File: src/rtl/cpu_types_pkg.sv
// Shared CPU types: machine word, RAM handshake state, and memory arbiter state.
// Latency: n/a (type definitions only).
// Backpressure: n/a.
package cpu_types_pkg;

    localparam int WORD_W = 32;

    typedef logic [WORD_W-1:0] word_t;

    // Handshake state reported by the RAM model/controller.
    typedef enum logic [1:0] {
        FREE   = 2'd0,
        BUSY   = 2'd1,
        ACCESS = 2'd2,
        ERROR  = 2'd3
    } ramstate_t;

    // Memory arbiter grant state.
    typedef enum logic [1:0] {
        IDLE   = 2'd0,
        DGRANT = 2'd1,
        IGRANT = 2'd2,
        FAULT  = 2'd3
    } arb_state_t;

    // Width of a counter that must reach limit-1 without wrapping.
    function automatic int countWidth(input int limit);
        return (limit > 1) ? $clog2(limit) : 1;
    endfunction

endpackage

File: src/rtl/memory_arbiter_wait_timer.sv
// Grant wait counter: counts grant cycles without ACCESS, flags the last allowed one.
// Latency: expired reflects the registered count combinationally.
// Backpressure: saturates at TIMEOUT-1 and holds; clear dominates advance.
module memory_arbiter_wait_timer
    import cpu_types_pkg::*;
#(
    parameter int TIMEOUT = 64
) (
    input  logic CLK,
    input  logic nRST,
    input  logic clear,
    input  logic advance,
    output logic expired
);

    localparam int CW = countWidth(TIMEOUT);

    logic [CW-1:0] count;

    assign expired = (count == CW'(TIMEOUT - 1));

    // Count waiting grant cycles; cleared outside a grant, never wraps.
    always_ff @(posedge CLK) begin
        if (!nRST) begin
            count <= '0;
        end else if (clear) begin
            count <= '0;
        end else if (advance && !expired) begin
            count <= count + 1'b1;
        end
    end

endmodule

File: src/rtl/memory_arbiter.sv
// Single-port RAM arbiter between instruction fetch and data access, with fairness and watchdog.
// Latency: grant one cycle after request; hit pulse one cycle after RAM ACCESS (zero-wait: request n -> hit n+2).
// Backpressure: requesters hold their request until hit; RAM BUSY/FREE stalls the grant up to TIMEOUT cycles.
module memory_arbiter
    import cpu_types_pkg::*;
#(
    parameter int TIMEOUT = 64
) (
    input  logic      CLK,
    input  logic      nRST,
    input  logic      iREN,
    input  word_t     iaddr,
    input  logic      dREN,
    input  logic      dWEN,
    input  word_t     daddr,
    input  word_t     dstore,
    output logic      ihit,
    output word_t     iload,
    output logic      dhit,
    output word_t     dload,
    output logic      ramREN,
    output logic      ramWEN,
    output word_t     ramaddr,
    output word_t     ramstore,
    input  word_t     ramload,
    input  ramstate_t ramstate,
    output logic      fault
);

    arb_state_t state;
    arb_state_t nextState;

    // Set when the most recent completed access belonged to the data side.
    logic lastGrantData;
    logic lastGrantNext;

    logic dReq;
    logic ihitNext;
    logic dhitNext;
    logic captureI;
    logic captureD;
    logic faultNext;
    logic timerClear;
    logic timerAdvance;
    logic timerExpired;

    assign dReq = dREN | dWEN;

    memory_arbiter_wait_timer #(
        .TIMEOUT (TIMEOUT)
    ) uWaitTimer (
        .CLK     (CLK),
        .nRST    (nRST),
        .clear   (timerClear),
        .advance (timerAdvance),
        .expired (timerExpired)
    );

    // Registered state, hit pulses, load data, sticky fault and fairness flag.
    always_ff @(posedge CLK) begin
        if (!nRST) begin
            state         <= IDLE;
            ihit          <= 1'b0;
            dhit          <= 1'b0;
            iload         <= '0;
            dload         <= '0;
            fault         <= 1'b0;
            lastGrantData <= 1'b0;
        end else begin
            state         <= nextState;
            ihit          <= ihitNext;
            dhit          <= dhitNext;
            fault         <= faultNext;
            lastGrantData <= lastGrantNext;
            if (captureI) begin
                iload <= ramload;
            end
            if (captureD) begin
                dload <= ramload;
            end
        end
    end

    // Next-state selection and RAM port drive from the current grant.
    always_comb begin
        nextState     = state;
        ramREN        = 1'b0;
        ramWEN        = 1'b0;
        ramaddr       = '0;
        ramstore      = '0;
        ihitNext      = 1'b0;
        dhitNext      = 1'b0;
        captureI      = 1'b0;
        captureD      = 1'b0;
        lastGrantNext = lastGrantData;
        faultNext     = fault;
        timerClear    = 1'b1;
        timerAdvance  = 1'b0;

        case (state)
            IDLE: begin
                // A requester just served is still holding its request this cycle.
                if (!(ihit || dhit)) begin
                    if (dReq && iREN) begin
                        nextState = lastGrantData ? IGRANT : DGRANT;
                    end else if (dReq) begin
                        nextState = DGRANT;
                    end else if (iREN) begin
                        nextState = IGRANT;
                    end
                end
            end

            DGRANT: begin
                ramaddr    = daddr;
                ramstore   = dstore;
                ramWEN     = dWEN;
                ramREN     = dREN & ~dWEN;
                timerClear = 1'b0;
                if (ramstate == ERROR) begin
                    nextState = FAULT;
                    faultNext = 1'b1;
                end else if (!dReq) begin
                    nextState = IDLE;
                end else if (ramstate == ACCESS) begin
                    nextState     = IDLE;
                    dhitNext      = 1'b1;
                    captureD      = ~dWEN;
                    lastGrantNext = 1'b1;
                end else if (timerExpired) begin
                    nextState = FAULT;
                    faultNext = 1'b1;
                end else begin
                    timerAdvance = 1'b1;
                end
            end

            IGRANT: begin
                ramaddr    = iaddr;
                ramREN     = 1'b1;
                timerClear = 1'b0;
                if (ramstate == ERROR) begin
                    nextState = FAULT;
                    faultNext = 1'b1;
                end else if (!iREN) begin
                    nextState = IDLE;
                end else if (ramstate == ACCESS) begin
                    nextState     = IDLE;
                    ihitNext      = 1'b1;
                    captureI      = 1'b1;
                    lastGrantNext = 1'b0;
                end else if (timerExpired) begin
                    nextState = FAULT;
                    faultNext = 1'b1;
                end else begin
                    timerAdvance = 1'b1;
                end
            end

            FAULT: begin
                faultNext = 1'b1;
            end

            default: begin
                nextState = IDLE;
            end
        endcase
    end

endmodule

File: config.mk
export PLATFORM = sky130hd
export DESIGN_NAME = memory_arbiter
export DESIGN_NICKNAME = d
export VERILOG_FILES = /design/src/rtl/cpu_types_pkg.sv /design/src/rtl/memory_arbiter_wait_timer.sv /design/src/rtl/memory_arbiter.sv
export SDC_FILE = /design/constraint.sdc
export NUM_CORES = 1
export LEC_CHECK = 0
export CORE_MARGIN = 3
export CORE_UTILIZATION = 31
export DETAILED_ROUTE_END_ITERATION = 7
export PLACE_DENSITY = 0.72
export SLEW_MARGIN = 20
export SYNTH_ARGS = -nofsm -noshare
export SYNTH_HDL_FRONTEND = slang
export SYNTH_SLANG_ARGS = --single-unit
File: constraint.sdc
create_clock -name CLK -period 2.1 [get_ports CLK]
set_input_delay 0.21 -clock CLK [delete_from_list [all_inputs] [get_ports CLK]]
set_output_delay 0.21 -clock CLK [all_outputs]
set_load 0.005 [all_outputs]
# Yosys cells after proc, flatten, opt, wreduce, memory -nomap -nowiden
# Cells that the tools add are included.
# op_classes
eq_ne,16
reduce_logical,14
n_addsub,1
mux,45
bitwise,6
# op_table
op,count
32-bit one-hot mux with 2 select lines,1
32-bit 2-to-1 mux,1
1-bit 2-to-1 mux,27
2-bit 2-to-1 mux,11
2-bit inequality test (second input constant),7
2-bit == test (second input constant),4
7-bit AND reduction,1
6-bit by 1-bit adder with 6-bit output (second input constant),1
6-bit == test (second input constant),1
3-bit inequality test (second input constant),2
1-bit one-hot mux with 2 select lines,3
2-bit one-hot mux with 3 select lines,1
3-bit AND reduction,2
3-bit nonzero test,2
4-bit inequality test (second input constant),1
1-bit inverter,4
4-bit OR reduction,1
1-bit one-hot mux with 3 select lines,1
2-bit by 1-bit == test with 1-bit output (second input constant),1
1-bit logical AND,2
2-bit logical NOT,1
2-bit AND reduction,1
2-bit nonzero test,1
2-bit OR reduction,1
4 further kinds,4
# totals
output_inout_bits,133
elab_cells,90
reg_bits,76
input_bits,135

# Depth between registers and ports, before layout
# depth
depth_word,7
mapped_depth,9
depth_no_buf,6

# Hierarchy
# A second synthesis with hierarchy kept.
# hier_totals
hier_cells,479
hier_area_um2,3753.6
# by_module_without_submodules
mod,seq_area_each_um2,instances,area_per_inst_um2,cells_per_inst
memory_arbiter,1401.3,1,3452.1,446
memory_arbiter_wait_timer,120.1,1,301.5,33

# Worst setup path before layout
# Ideal clock, no wire load.
# synth_path
kind,register to register
start,register state[0]
end,register uWaitTimer.count[2]
slack_ps,233
arrival_ps,1797
setup_time_ps,70
required_time_ps,2030
path_stages_with_launch,8
path_cell_list,dfxtp_1 inv_1 ha_1 inv_2 a211o_1 buf_2 or4_1 a21oi_1
# synth_between
elab_chain_len,3
# synth_lines
element,line_no,text
from (decl),memory_arbiter.sv:30,arb_state_t state;
from (signal assigned),memory_arbiter.sv:70,state <= nextState;
2-bit == test / 2-bit by 1-bit == test with 1-bit output (equally long branches),memory_arbiter.sv:100,case (state)
1-bit one-hot mux with 2 select lines / 2-bit OR reduction (equally long branches),n/a,
1-bit logical AND / 2-bit AND reduction (equally long branches),n/a,
to (signal assigned),memory_arbiter_wait_timer.sv:29,count <= count + 1'b1;
to (decl),memory_arbiter_wait_timer.sv:18,logic [CW-1:0] count;
# Parallel ways exist; a longest one is shown, timed or not.
# A chain may end at the register's enable or synchronous reset.

# Worst setup path in the final report
# layout_path
start,register state[1]
end,output ramaddr[6]
# layout_between
elab_chain_len,2
# layout_lines
element,line_no,text
2-bit == test / 2-bit by 1-bit == test with 1-bit output (equally long branches),memory_arbiter.sv:100,
32-bit one-hot mux with 2 select lines (*),memory_arbiter.sv:100,
to (decl),memory_arbiter.sv:23,"output word_t ramaddr,"
# Mark *: on every way between the ends. The rest lies on a longest branch, timed or not.

==> results.yml <==
outcome:
  outcome: "finished clean"
hold_path:
  hold_class: "reg -> reg"
  whs_path_depth: 2
worst_setup_path:
  path_cells: "inv_4 > ha_4 > buf_4 > clkbuf_16 > a22oi_1 > nor2_1 > dlygate4sd2_1"
  crit_path_start_kind: "register"
  reg2reg_depth: 8
  r2r_slack_ns: 0.09
  crit_fanout: 10
  cp.required_ns: 1.89
  critPathArrivalTime_ns: 1.83
  regToRegStartpoint: "state[1]"
  cp_slowest_stage_delay_ns: 0.39
  endpoint_kind: "output pin"
  crit_start: "state[1]"
  path_class: "reg -> out"
  r2r-end: "uWaitTimer.count[4]"
  critPathSlowestCell: "dfxtp_4"
  crit_end: "ramaddr[6]"
cts:
  cts_tree: "done"
  htree_num_levels: 3
  cts_sinks: 76
  ctsHoldBuffers: 0
  clock-root-buffer: "clkbuf_16"
  clk_pin_slew_ns: 0.05
  ctsLongestPathBuffers: 2
  clock_latency_ns: 0.33
  numCtsBuffers: 9
final_layout:
  area_growth_pct: 96.2
  finalNetCount: 896
  layout_common_cells: "clkdlybuf4s50_1 (203), nand2_1 (134), dfxtp_1 (74)"
  final_common_cell: "clkdlybuf4s50_1"
  finalNonFillerCells: 900
  antenna_cells: 0
  drive_gt1_share_pct: 8.68
global_routing:
  grt_pass1_wl_mm: 24.3
  grtUsageTotal_pct: 24.1
  grt_pass1_vias: 4423
  grt_max_degree: 37
  antenna_found_initial: 0
  overflow: 0
logic_synthesis:
  yosysWarnings: 0
  synth-simple-area-share_pct: 28.2
  ys_seq_area_share_pct: 43.2
  synth_nets: 625
  synth_adder_area_share_pct: 2.13
  synth_compound_area_share_pct: 21.3
  synth.mux.area_fraction_pct: 0
  avgSynthCellArea_um2: 7.28
  netlist_area_mm2: 0.00352
  synthDistinctLibCells: 33
  synth_top_family_by_area: "simple AND/OR/NAND/NOR gates"
  synth_seq_cells: 76
  syn_inst: 484
  synthXorXnorAreaFrac_pct: 0
route:
  first_iter_violations: 213
  m1WireLength_mm: 6.54
  avgRoutedWirePerCell_um: 18.1
  highest_layer: "met4"
  vias_per_cell: 4.98
  wl_mm: 16.3
  num_vias: 4481
  wl_met2_mm: 8.13
  first_pass_iters: 4
  wl_met3_mm: 1.33
  ant_nets: 0
  drc_errors: 0
timing:
  fmax_mhz: 490
  drv_slew: 0
  period_share_pct: 97.2
  tightest_slew_ns: 0.635
  rsz0062_at_grt: "false"
  setup_viol: 0
  maxSlewHeadroom_pct: 57.6
  min_period_ns: 2.04
  finClkSkew_ns: 0.0110
  fin_ws_ns: 0.0589
  hold_viol_final: 0
place:
  pre_cts_slack_ns: 0.0226
  dpl.cell_count: 872
  portBuffers: 267
  routabilityCongestion: 1.01
  place_hpwl_mm: 11.9
floorplan:
  ioPinCount: 268
  start_util_pct: 32.1
  rows: 38
  die_y_um: 113
  core-area_mm2: 0.0110
  fp.dieW_um: 113
  die_area_mm2: 0.0127
power_and_ir_drop:
  p_clk_share_pct: 24.8
  leakage_nw: 2.75
  p_int_w: 0.00368
  seq_power_share_pct: 28.0
  switching_share_pct: 34.4
  p_comb_share_pct: 47.2
  vdd_drop_max_mv: 0.531
  switchingPower_w: 0.00193
  power_density_mw_per_mm2: 811
job:
  maxCapViolations: 0
==> worst min path at each step <==
stage                     slack (ns)        start        end
final                           0.45        fault      fault
after global routing            0.45  ramload[25]  dload[25]
after global placement          0.44        fault      fault
after floorplan                 0.35         nRST   state[1]
after detailed placement        0.44        fault      fault
after CTS                       0.44  ramload[25]  iload[25]
==> worst max-delay path: cells and delay by family (launching register included) <==
| family | cells | cell delay [ns] |
|---|---|---|
| and+or+nand+nor | 1 | 0.06 |
| AOI/OAI and AO/OA | 1 | 0.22 |
| DFF | 1 | 0.39 |
| buffers and inverters | 4 | 0.65 |
| adders and majority gates | 1 | 0.19 |
==> cell type report <==
| class | count | area [um2] |
|---|---|---|
| clock inverters | 5 | 36.3 |
| clock buffers | 11 | 233 |
| well taps | 140 | 175 |
| multi-input cells | 363 | 1920 |
| fillers | 958 | 4070 |
| flip-flops and latches | 76 | 1530 |
| inverters | 8 | 35.0 |
| repair buffers | 297 | 2990 |
==> power by group through the flow <==
stage | Sequential (W) | Clock [W] | Combinational, W
finish | 0.00157 | 0.00139 | 0.00265
global route | 0.00158 | 0.00151 | 0.00283
CTS | 0.00157 | 0.00143 | 0.00247
detailed placement | 0.00157 | 0 | 0.00235
global placement | 0.00157 | 0 | 0.00230
floorplan | 0.00157 | 0 | 0.000995
==> routing by layer <==
metal,up-vias,GRT usage [%]
met5,-,0
met4,0,6.09
met3,16,7.98
met2,191,42.0
met1,2103,28.4
li1,2171,-
==> Yosys cell counts, drive strengths merged <==
cell type | number | area, um2
nand2 | 135 | 507
dfxtp | 76 | 1520
a21oi | 72 | 360
nor2 | 41 | 154
and2 | 33 | 206
a22oi | 32 | 240
clkbuf | 32 | 120
o21ai | 8 | 40.0
inv | 7 | 26.3
buf | 6 | 31.3
ha | 6 | 75.1
nor3 | 5 | 25.0
nand3 | 4 | 20.0
or4 | 4 | 30.0
o31ai | 3 | 22.5
a2111oi | 2 | 17.5
a211oi | 2 | 15.0
a31oi | 2 | 12.5
nor2b | 2 | 12.5
o41ai | 2 | 17.5
or3 | 2 | 12.5
a211o | 1 | 8.76
a311o | 1 | 10.0
clkinv | 1 | 3.75
nand2b | 1 | 6.26
nor4 | 1 | 6.26
o21a | 1 | 7.51
or2 | 1 | 6.26
or3b | 1 | 8.76
==> kinds of logic (layout without fill, tap and decap cells) <==
family | count (synthesis) | after routing
compound gates | 126 | 127
simple gates | 230 | 230
fa+ha+maj | 6 | 6
flops | 76 | 76
buf+inv | 46 | 321
==> what timing repair did <==
action / in CTS / in global routing
resized for setup: 79 / 16
pin swaps: 2 / 1
setup buffers: 2 / 5
endpoints found under the setup margin: 65 / 35
cloned: 2 / 3
==> state kept, by name, summed over array words and instances (netlist names) <==
signal and count:
iload 32, dload 32, lastGrantData 1, state 2
dhit 1, uWaitTimer.count 6, ihit 1, fault 1
==> stage by stage <==
stage	utilization (%)	TNS (ns)	hold WS [ns]	power, W	instance area [um2]
after floorplan	-	0	0.345	0.00256	3520
after global placement	58.5	0	0.437	0.00386	6420
after detailed placement	58.5	0	0.439	0.00392	6420
after CTS	61.8	-0.0610	0.442	0.00546	6790
after global routing	63.0	0	0.448	0.00591	6920
final	63.0	0	0.448	0.00561	6920
(Power assumes the default switching activity.)
